## config.mk

```make
export PLATFORM = sky130hd
export DESIGN_NAME = sysid_info_regs
export DESIGN_NICKNAME = d
export VERILOG_FILES = /design/src/rtl/sysid_info_regs.sv
export SDC_FILE = /design/constraint.sdc
export NUM_CORES = 1
export LEC_CHECK = 0
export ABC_CLOCK_PERIOD_IN_PS = 2900
export CAP_MARGIN = 20
export CORE_UTILIZATION = 50
export DETAILED_ROUTE_END_ITERATION = 8
export HOLD_SLACK_MARGIN = 0.06
export PLACE_DENSITY = 0.74
export SLEW_MARGIN = 15
export SYNTH_ARGS = -nofsm -noshare
export SYNTH_HDL_FRONTEND = slang
export SYNTH_SLANG_ARGS = --single-unit
```

## constraint.sdc

```tcl
create_clock -name clock -period 2.9 [get_ports clock]
set_clock_uncertainty 0.15 [all_clocks]
set_input_delay 0.87 -clock clock [delete_from_list [all_inputs] [get_ports clock]]
set_output_delay 0.87 -clock clock [all_outputs]
set_load 0.01 [all_outputs]
```

## src/rtl/sysid_info_regs.sv

```systemverilog
// rtl/sysid_info_regs.sv - system ID / uptime / scratch / user-word register slave
module sysid_info_regs #(
  parameter logic [31:0] ID_VALUE  = 32'h56DE_A1FB,
  parameter logic [31:0] TIMESTAMP = 32'h0000_0000,
  parameter int          NUM_USER  = 2,
  parameter logic [32*(NUM_USER > 0 ? NUM_USER : 1)-1:0] USER_WORDS = '0,
  parameter int          ADDR_W    = 4
) (
  input  logic              clock,
  input  logic              reset,
  input  logic [ADDR_W-1:0] address,
  input  logic              read,
  input  logic              write,
  input  logic [31:0]       writedata,
  input  logic [3:0]        byteenable,
  output logic [31:0]       readdata,
  output logic              readdatavalid,
  output logic              waitrequest
);

  localparam logic [ADDR_W-1:0] A_ID      = ADDR_W'(0);
  localparam logic [ADDR_W-1:0] A_STAMP   = ADDR_W'(1);
  localparam logic [ADDR_W-1:0] A_UP_LO   = ADDR_W'(2);
  localparam logic [ADDR_W-1:0] A_UP_HI   = ADDR_W'(3);
  localparam logic [ADDR_W-1:0] A_SCRATCH = ADDR_W'(4);
  localparam logic [ADDR_W-1:0] A_INFO    = ADDR_W'(5);

  localparam logic [7:0]  NUM_USER_B = 8'(NUM_USER);
  localparam logic [31:0] INFO_WORD  = {16'h0001, 8'h00, NUM_USER_B};

  logic [63:0] uptime;
  logic [31:0] snapshot_hi;
  logic [31:0] scratch;
  logic [31:0] rd_word;

  // The slave answers every access in a fixed number of cycles.
  assign waitrequest = 1'b0;

  // Free-running uptime counter; wraps silently.
  always_ff @(posedge clock) begin
    if (reset) begin
      uptime <= 64'd0;
    end else begin
      uptime <= uptime + 64'd1;
    end
  end

  // Capture the high word whenever the low word is read so a lo/hi pair is coherent.
  always_ff @(posedge clock) begin
    if (reset) begin
      snapshot_hi <= 32'd0;
    end else if (read && address == A_UP_LO) begin
      snapshot_hi <= uptime[63:32];
    end
  end

  // Byte-lane writes into the scratch register; all other addresses ignore writes.
  always_ff @(posedge clock) begin
    if (reset) begin
      scratch <= 32'd0;
    end else if (write && address == A_SCRATCH) begin
      for (int i = 0; i < 4; i++) begin
        if (byteenable[i]) begin
          scratch[8*i +: 8] <= writedata[8*i +: 8];
        end
      end
    end
  end

  // Full-width address decode of the read word; unmapped addresses read zero.
  always_comb begin
    rd_word = 32'd0;
    if (address == A_ID) begin
      rd_word = ID_VALUE;
    end else if (address == A_STAMP) begin
      rd_word = TIMESTAMP;
    end else if (address == A_UP_LO) begin
      rd_word = uptime[31:0];
    end else if (address == A_UP_HI) begin
      rd_word = snapshot_hi;
    end else if (address == A_SCRATCH) begin
      rd_word = scratch;
    end else if (address == A_INFO) begin
      rd_word = INFO_WORD;
    end else begin
      for (int k = 0; k < NUM_USER; k++) begin
        if (address == ADDR_W'(6 + k)) begin
          rd_word = USER_WORDS[32*k +: 32];
        end
      end
    end
  end

  // Registered read response; data holds between reads, valid pulses once per read.
  always_ff @(posedge clock) begin
    if (reset) begin
      readdata      <= 32'd0;
      readdatavalid <= 1'b0;
    end else begin
      readdatavalid <= read;
      if (read) begin
        readdata <= rd_word;
      end
    end
  end

endmodule

```

==> results list, run 1 <==
- Run status: finished, final reports clean
- Drt first-iter violations: ~670
- Area of the die: roughly 15,000 um2
- The floorplan step set the die height to about 120 um.
- Clock network latency to the later pin of the worst-skew pair: 0.43 ns
- Gates resized, CTS repair: 0
- Measured slew at the worst slew-check pin: 0.654 ns
- Synth-to-Final Area Change: 23.1%
* Per-instance average area after synthesis: 7.89 um2
- Measured in cells, the most critical reg-to-reg path has a length of 6.
- 0 antenna diodes ended up in the layout.
- The number of nets handed over by synthesis was 951.
- Startpoint Class: flop
- Data on the critical path is required at its endpoint by 3.11 ns.
* Horizontal die dimension: 122 um
- CP endpoint kind: flop
* Netlist area before placement: 7150 um2
- Number of cells produced by synthesis: approximately 910
- Crit path arrival time: approximately 2.8 ns
* Leak pwr: 2.82 nW
- Total number of placement rows: 43
- Worst flop-to-flop path startpoint: uptime[5]$_SDFF_PP0_
- Post-layout min period: 2.58 ns
- At the end of the flow, the number of nets in the layout was roughly 1,000.
- Walking the worst path, the cells encountered are nand4_4 > nor4_4 > buf_4 > nand4_2 > or4_1 > a21oi_1.
- Setup Total Neg Slack: 0 ns
- Post-route core utilization: 63.1%
- Total GRT Usage: 27.3%
* Final non-filler cell total: around 1,200
- Along the worst hold path, the cell count comes to 2.
- Primary FF master, synth: sky130_fd_sc_hd__dfxtp_1
- Sequential elements use 45.1% of the synthesized area.
- Endpoint of the worst hold path: snapshot_hi[24]$_SDFFE_PP0P_
* Count of maximum capacitance violations: 0
- Total core area: 13,900 um2
- Number of max-slew violations in the final report: 0
- The number of antenna violations at the first check in global routing is 0.
- Cell taking the most area after synthesis: sky130_fd_sc_hd__dfxtp_1
- Count of fill cells added during filler insertion: 1,256
- The design draws approximately 4.7 mW.
- The min-delay analysis places its worst path in the category flop to flop.
* Hold Startpoint: snapshot_hi[24]$_SDFFE_PP0P_
- In this run the remaining antenna-violating nets after routing total 0.
* Commonest non-fill, non-tap cells in the layout: 161 x sky130_fd_sc_hd__dfxtp_1, 154 x sky130_fd_sc_hd__a21oi_1, 137 x sky130_fd_sc_hd__nand2_1
- Total length of routed wires: 19.2 mm
- Initial Utilization: 51.3%
- I/O Pins: 78
- Among all stages on the critical path, the largest delay is contributed by sky130_fd_sc_hd__nor4_4.
- Routability-driven placement finished with a final weighted congestion of 0.851.
- The library cell used most frequently in the layout, excluding fill and tap cells, is sky130_fd_sc_hd__dfxtp_1.
- Post-route cell area: just under 9000 um2
- In this run, synthesis inferred 0 flip-flops with an integrated enable.
- Across the VDD grid, the largest voltage drop is 358 uV.
- The first global-routing pass estimated 31.5 mm of wire.
* First drt pass iteration count: 5
- After detailed routing, the average wire length per cell comes to between 15 and 20 um.
- Root buffer cell: sky130_fd_sc_hd__clkbuf_16
- Number of distinct library cell variants in the gate-level netlist after synthesis: 43
- Pre-CTS WS: 0.0265 ns
* Port Buffers: 76
* Worst slew margin relative to its limit: between 50 and 60%
- The clock drives 161 sinks.
- Clock tree synthesis inserted a total of 17 buffers.
- Final setup vio count: 0
* FF+latch area: 3220 um2
* HPWL after detailed placement: 13.0 mm
- Remaining global-route overflow: 0
- Post-synth top area share: 45.1%
- TritonCTS built the clock tree.
* Clk slew on worst S/H paths: 0.06 ns
- The H-tree generated during clock tree synthesis spans 4 levels.
- Largest incremental delay on the critical path: 0.57 ns
- Setup Buffers After CTS: 0
- Cell area reported after detailed placement: 8230 um2
* Cell Pwr Density: 531 nW/um2
- Share of synthesized flip-flops with an asynchronous set or reset: 0%
- Entering global routing, the biggest net connects 72 pins.
* FF-to-FF End: uptime[37]$_SDFF_PP0_
- In this run, synthesis produced a sequential element count of 161.
* Hold-fix buffers at CTS: 0
* Warnings from Yosys: 0
* Period utilization: 88.9%
* Via/cell ratio: just under 6
- Summing all multi-input logic gate instances after layout gives roughly 3700 um2.
* Clock tree buffer depth: 2
- After detailed placement, the design holds a cell count of approximately 1,100.
* Highest fanout seen on the critical path: 7
* Timing-limited maximum frequency: 0.388 GHz
- Cell types with the largest area share after synthesis: sky130_fd_sc_hd__dfxtp_1 45%, sky130_fd_sc_hd__a21oi_1 11%, sky130_fd_sc_hd__nand2_1 7.2%
- The worst path meets setup with 0.322 ns of slack.
- The critical path is of the flop to flop type.
- The number of failing hold endpoints at the final stage is 0.
* Unrepaired setup endpoints after global routing: false
- Via count of the first global-routing pass: 6,288
* R2r setup slk: approximately 0.32 ns
- Fraction of final layout cells with drive strength greater than 1: under 10%
- Via count: 6,730
- DRC violation count after routing: 0
- Hold timing on the final database bottoms out at a slack of 0.304 ns.
Yosys cell counts (2+ instances only):
library cell / count
sky130_fd_sc_hd__o21ai_0: 30
sky130_fd_sc_hd__buf_2: 3
sky130_fd_sc_hd__o2bb2ai_1: 11
sky130_fd_sc_hd__clkbuf_1: 55
sky130_fd_sc_hd__or3_1: 16
sky130_fd_sc_hd__and3_1: 8
sky130_fd_sc_hd__buf_1: 3
sky130_fd_sc_hd__inv_1: 5
sky130_fd_sc_hd__nor2b_1: 14
sky130_fd_sc_hd__xor2_1: 25
sky130_fd_sc_hd__nor2_1: 70
sky130_fd_sc_hd__or4_1: 15
sky130_fd_sc_hd__o31ai_1: 15
sky130_fd_sc_hd__a22oi_1: 17
sky130_fd_sc_hd__xnor2_1: 6
sky130_fd_sc_hd__and2_1: 2
sky130_fd_sc_hd__dfxtp_1: 161
sky130_fd_sc_hd__nand2b_1: 43
sky130_fd_sc_hd__and4_1: 2
sky130_fd_sc_hd__nand4_1: 18
sky130_fd_sc_hd__a21oi_1: 154
sky130_fd_sc_hd__nand4_2: 2
sky130_fd_sc_hd__nor4_1: 7
sky130_fd_sc_hd__nand2_1: 137
sky130_fd_sc_hd__nand3_1: 61
sky130_fd_sc_hd__o22a_1: 6
sky130_fd_sc_hd__nor3_1: 4
area by class of cell:
cell class / count / share of cell area [%]
multi-input cells: 677 / 41.7
flip-flops and latches: 161 / 36.6
repair buffers: 109 / 12.4
clock buffers: 20 / 5.19
well taps: 180 / 2.56
clock inverters: 12 / 1.27
inverters: 5 / 0.213
worst max-delay path: cells and delay by family, from the launching register on:
family	cells	cell delay, ns
AO/OA/AOI/OAI	1	0.14
buffers and inverters	1	0.23
flip-flops	1	0.47
AND/OR/NAND/NOR	4	1.51
layer usage:
| metal | wire length [um] | vias to the layer above | track usage, % |
|---|---|---|---|
| met5 | 0 | - | 0 |
| met4 | 407 | 0 | 12.3 |
| met3 | 1080 | 37 | 4.07 |
| met2 | 8700 | 202 | 43.3 |
| met1 | 9020 | 3171 | 36.7 |
| li1 | - | 3320 | - |
sequential cells by signal, indices dropped and copies added, names as in the netlist:
name           count
readdata          32
snapshot_hi       32
readdatavalid      1
scratch           32
uptime            64
logic make-up after synthesis:
family                     share of synthesized area, %
other                                            0.0525
and+or+nand+nor                                    28.2
adders and majority gates                         0.175
DFF                                                45.1
buffers and inverters                              3.69
AOI/OAI and AO/OA                                  19.0
xor gates and xnor gates                           3.80
power breakdown:
group          switching [mW]  internal [mW]
Clock                   0.921           1.23
Combinational           0.150          0.134
Sequential             0.0132           2.23
Total                    1.08           3.59
worst max-delay path by stage:
stage / startpoint / endpoint / slack [ns] / depth (start not counted)
global placement: address[1] / scratch[0]$_SDFFE_PP0P_ / 0.08 / 8
detailed placement: address[1] / scratch[7]$_SDFFE_PP0P_ / 0.03 / 8
floorplan: address[2] / readdata[14]$_SDFFE_PP0P_ / 0.28 / 8
global route: uptime[5]$_SDFF_PP0_ / uptime[37]$_SDFF_PP0_ / 0.19 / 6
finish: uptime[5]$_SDFF_PP0_ / uptime[37]$_SDFF_PP0_ / 0.32 / 6
CTS: uptime[9]$_SDFF_PP0_ / uptime[37]$_SDFF_PP0_ / 0.35 / 6
(Power assumes the default switching activity.)
==> inputs of run 2 (changes only) <==
Settings changed: CORE_MARGIN set to 3, CTS_CLUSTER_DIAMETER set to 30.
==> run 2 against run 1 <==
- combinational power hardly changed
- via count is 0.40% higher
- non-clock buffer count rose by 3
- cell count is 0.26% higher
- setup slack gained 0.073 ns
- utilization rose by 0.45 points
- sequential power barely moved
- routed wire length shrank 0.22%
- global-route usage down 3.2 points
- critical path type unchanged
- critical endpoint unchanged
- largest power group is now the clock network
- highest routed layer unchanged
==> results list, run 2 (synthesized netlist as in run 1, its figures left out) <==
* Peak supply drop: 412 uV (+15%)
- Count of inserted antenna diode cells: 0 (unchanged)
* Setup Total Neg Slack: 0 ns (unchanged)
* Die Y: 126 um (+3.3%)
* Maximum number of pins on one net before global-route repair: 52 (-28%)
* Fraction of final layout cells with drive strength greater than 1: 7.40% (-0.023 points)
- Drt first-iter violations: 675 (+0.60%)
* Cells on worst reg2reg path: 6 (unchanged)
- The total vias in the final route was 6,757 (+0.40%).
* Area of the die: 15,800 um2 (+6.7%)
* Overall Power: 4.92 mW (+5.3%)
* Commonest non-fill, non-tap cells in the layout: 161 x sky130_fd_sc_hd__dfxtp_1, 154 x sky130_fd_sc_hd__a21oi_1, 137 x sky130_fd_sc_hd__nand2_1
* FF-to-FF End: uptime[37]$_SDFF_PP0_
* Gates resized, CTS repair: 0 (unchanged)
- The worst slack at placement was 0.0715 ns (+0.0451 ns).
- The data arrival at the endpoint of the critical path came to 2.71 ns (-0.08 ns).
* Count of maximum capacitance violations: 0 (unchanged)
* Global-route wire length before repair: 31.0 mm (-1.3%)
- Sw frac: 21.3% (-1.9 points)
* Leak pwr: 2.85 nW (+1.1%)
- Total core area: 13,900 um2 (unchanged)
- The clock net sink count came to 161 (unchanged).
- The average wire per standard cell was 16.4 um (-0.48%).
- Initial Utilization: 51.3% (unchanged)
- Clock network latency to the later pin of the worst-skew pair: 0.42 ns (about the same)
- TritonCTS built the clock tree.
- The post-DP HPWL came to 13.3 mm (+1.9%).
- Hold WS: 0.304 ns (-0.000423 ns)
- Num CTS Buffers: 17 (unchanged)
* Count of fill cells added during filler insertion: 1,197 (-4.7%)
- The number of detailed-route iterations in the first pass came to 5 (unchanged).
- The routed via count divided by cell count came to 5.79 (+0.14%).
* R2r setup slk: 0.40 ns (+0.07 ns)
- Total number of placement rows: 43 (unchanged)
- DRC violation count after routing: 0 (unchanged)
- Post-layout min period: 2.50 ns (-0.0730 ns)
- The aggregate global routing overflow came to 0 (unchanged).
* Post-route cell area: 8860 um2 (+0.71%)
* Period utilization: 86.4% (-2.5 points)
* Post-placement cell count: 1,135 (+0.27%)
- Worst flop-to-flop path startpoint: uptime[5]$_SDFF_PP0_
* Measured slew at the worst slew-check pin: 0.633 ns (-0.0215 ns)
- Most frequent standard cell in the layout excluding fill and tap cells: sky130_fd_sc_hd__dfxtp_1
- The all-layer global routing usage is 24.1% (-3.2 points).
- Number of nets in the finished design: 1,019 (+0.30%)
* Switching power of the nets: 1.05 mW (-3.4%)
- The level count of the clock H-tree was 4 (unchanged).
* CP endpoint kind: flop
- The final critical-path setup slack came to 0.395 ns (+0.0730 ns).
- The largest fanout of any net on the critical path was 7 (unchanged).
- The flip-flop count of the largest register, all copies and words added is 64 (unchanged).
- Synth-to-Final Area Change: 23.9%
- The global placer's final weighted congestion is 0.843 (-0.87%).
* Number of antenna violations at the first check in global routing: 0 (unchanged)
* Number of max-slew violations in the final report: 0 (unchanged)
- The clock power share came to 48.7% (+2.8 points).
* Final non-filler cell total: 1,167 (+0.26%)
- Hold-fix buffers at CTS: 0 (unchanged)
- Combinational cell fraction of total power: 5.7% (-0.4 points)
- Run status: finished, final reports clean
* Detail Route Antenna Nets: 0 (unchanged)
* Root buffer cell: sky130_fd_sc_hd__clkbuf_16
* Cell Pwr Density: 555 nW/um2 (+4.6%)
* Total length of routed wires: 19.2 mm (-0.22%)
- Setup repair after global routing left no endpoint under its margin.
- The number of failing hold endpoints at the final stage was 0 (unchanged).
- The setup path with the least slack is of type flop to flop.
- The width of the die came to 126 um (+3.3%).
- The critical path ends at uptime[37]$_SDFF_PP0_.
* Worst path required time: 3.11 ns (about the same)
- The final standard cell utilization of the core is 63.6% (+0.45 points).
- The number of buffers inserted by post-CTS setup repair was 0 (unchanged).
- Tracing the worst setup path back leads to its startpoint at uptime[5]$_SDFF_PP0_.
- The clock input transition at the sequential cells of the worst setup and hold paths was 0.06 ns (about the same).
- The maximum clock frequency is 0.399 GHz (+2.9%).
* Cell area reported after detailed placement: 8230 um2 (about the same)
- Startpoint Class: flop
- Final setup vio count: 0 (unchanged)
- The worst slew margin relative to its limit was 57.4% (+1.4 points).
* Via count of the first global-routing pass: 5,995 (-4.7%)
- The portion of total power attributed to sequential cells is 45.6% (-2.4 points).
* Internal power of the cells: 3.87 mW (+8.0%)
* I/O Pins: 78 (unchanged)
* Largest reg by FF count: uptime
- Port Buffers: 76 (unchanged)
* Hold WC Path Type: flop to flop
- Clock tree buffer depth: 2 (unchanged)
[run 2: cell types whose count changed in the layout (fill, tap and decap cells not counted), sizes merged]
cell,delta
clkbuf,+4
buf,+3
clkinv,-7
bufinv,+3
[run 2: routing by layer]
| layer | GRT usage (%) | wire (um) | up-vias |
|---|---|---|---|
| met2 | 37.3 | 8900 | 203 |
| met1 | 34.1 | 9060 | 3221 |
| met5 | 0 | 0 | - |
| li1 | - | - | 3313 |
| met4 | 6.82 | 286 | 0 |
| met3 | 4.96 | 917 | 20 |
[run 2: cell type report]
class | instances | area [um2] | area share [%]
sequential | 161 | 3220 | 36.4
tap | 180 | 225 | 2.54
clock buffer | 24 | 482 | 5.44
multi-input combinational | 677 | 3670 | 41.4
inverter | 5 | 18.8 | 0.212
clock inverter | 8 | 151 | 1.71
timing repair buffer | 112 | 1090 | 12.3
[run 2: worst min path at each step]
| stage | start | endpoint | slack, ns | cells after the start |
|---|---|---|---|---|
| 3_3_place_gp | snapshot_hi[8]$_SDFFE_PP0P_ | snapshot_hi[8]$_SDFFE_PP0P_ | 0.29 | 2 |
| 2_1_floorplan | scratch[0]$_SDFFE_PP0P_ | scratch[0]$_SDFFE_PP0P_ | 0.29 | 2 |
| 4_1_cts | snapshot_hi[0]$_SDFFE_PP0P_ | snapshot_hi[0]$_SDFFE_PP0P_ | 0.31 | 2 |
| 6_report | scratch[20]$_SDFFE_PP0P_ | scratch[20]$_SDFFE_PP0P_ | 0.30 | 2 |
| 3_5_place_dp | snapshot_hi[0]$_SDFFE_PP0P_ | snapshot_hi[0]$_SDFFE_PP0P_ | 0.30 | 2 |
| 5_1_grt | snapshot_hi[0]$_SDFFE_PP0P_ | snapshot_hi[0]$_SDFFE_PP0P_ | 0.32 | 2 |
[run 2: worst max-delay path: stages, from the launching register on]
cell	delay [ns]
sky130_fd_sc_hd__dfxtp_1	0.46
sky130_fd_sc_hd__nand4_4	0.21
sky130_fd_sc_hd__nor4_4	0.54
sky130_fd_sc_hd__buf_4	0.22
sky130_fd_sc_hd__nand4_2	0.19
sky130_fd_sc_hd__or4_1	0.52
sky130_fd_sc_hd__a21oi_1	0.14
[run 2: power by group through the flow]
| stage | Combinational [mW] | Clock, mW | Sequential, mW |
|---|---|---|---|
| floorplan | 0.130 | 0 | 2.29 |
| global placement | 0.278 | 0 | 2.29 |
| detailed placement | 0.279 | 0 | 2.29 |
| CTS | 0.281 | 2.42 | 2.24 |
| global route | 0.303 | 2.51 | 2.24 |
| finish | 0.281 | 2.40 | 2.24 |
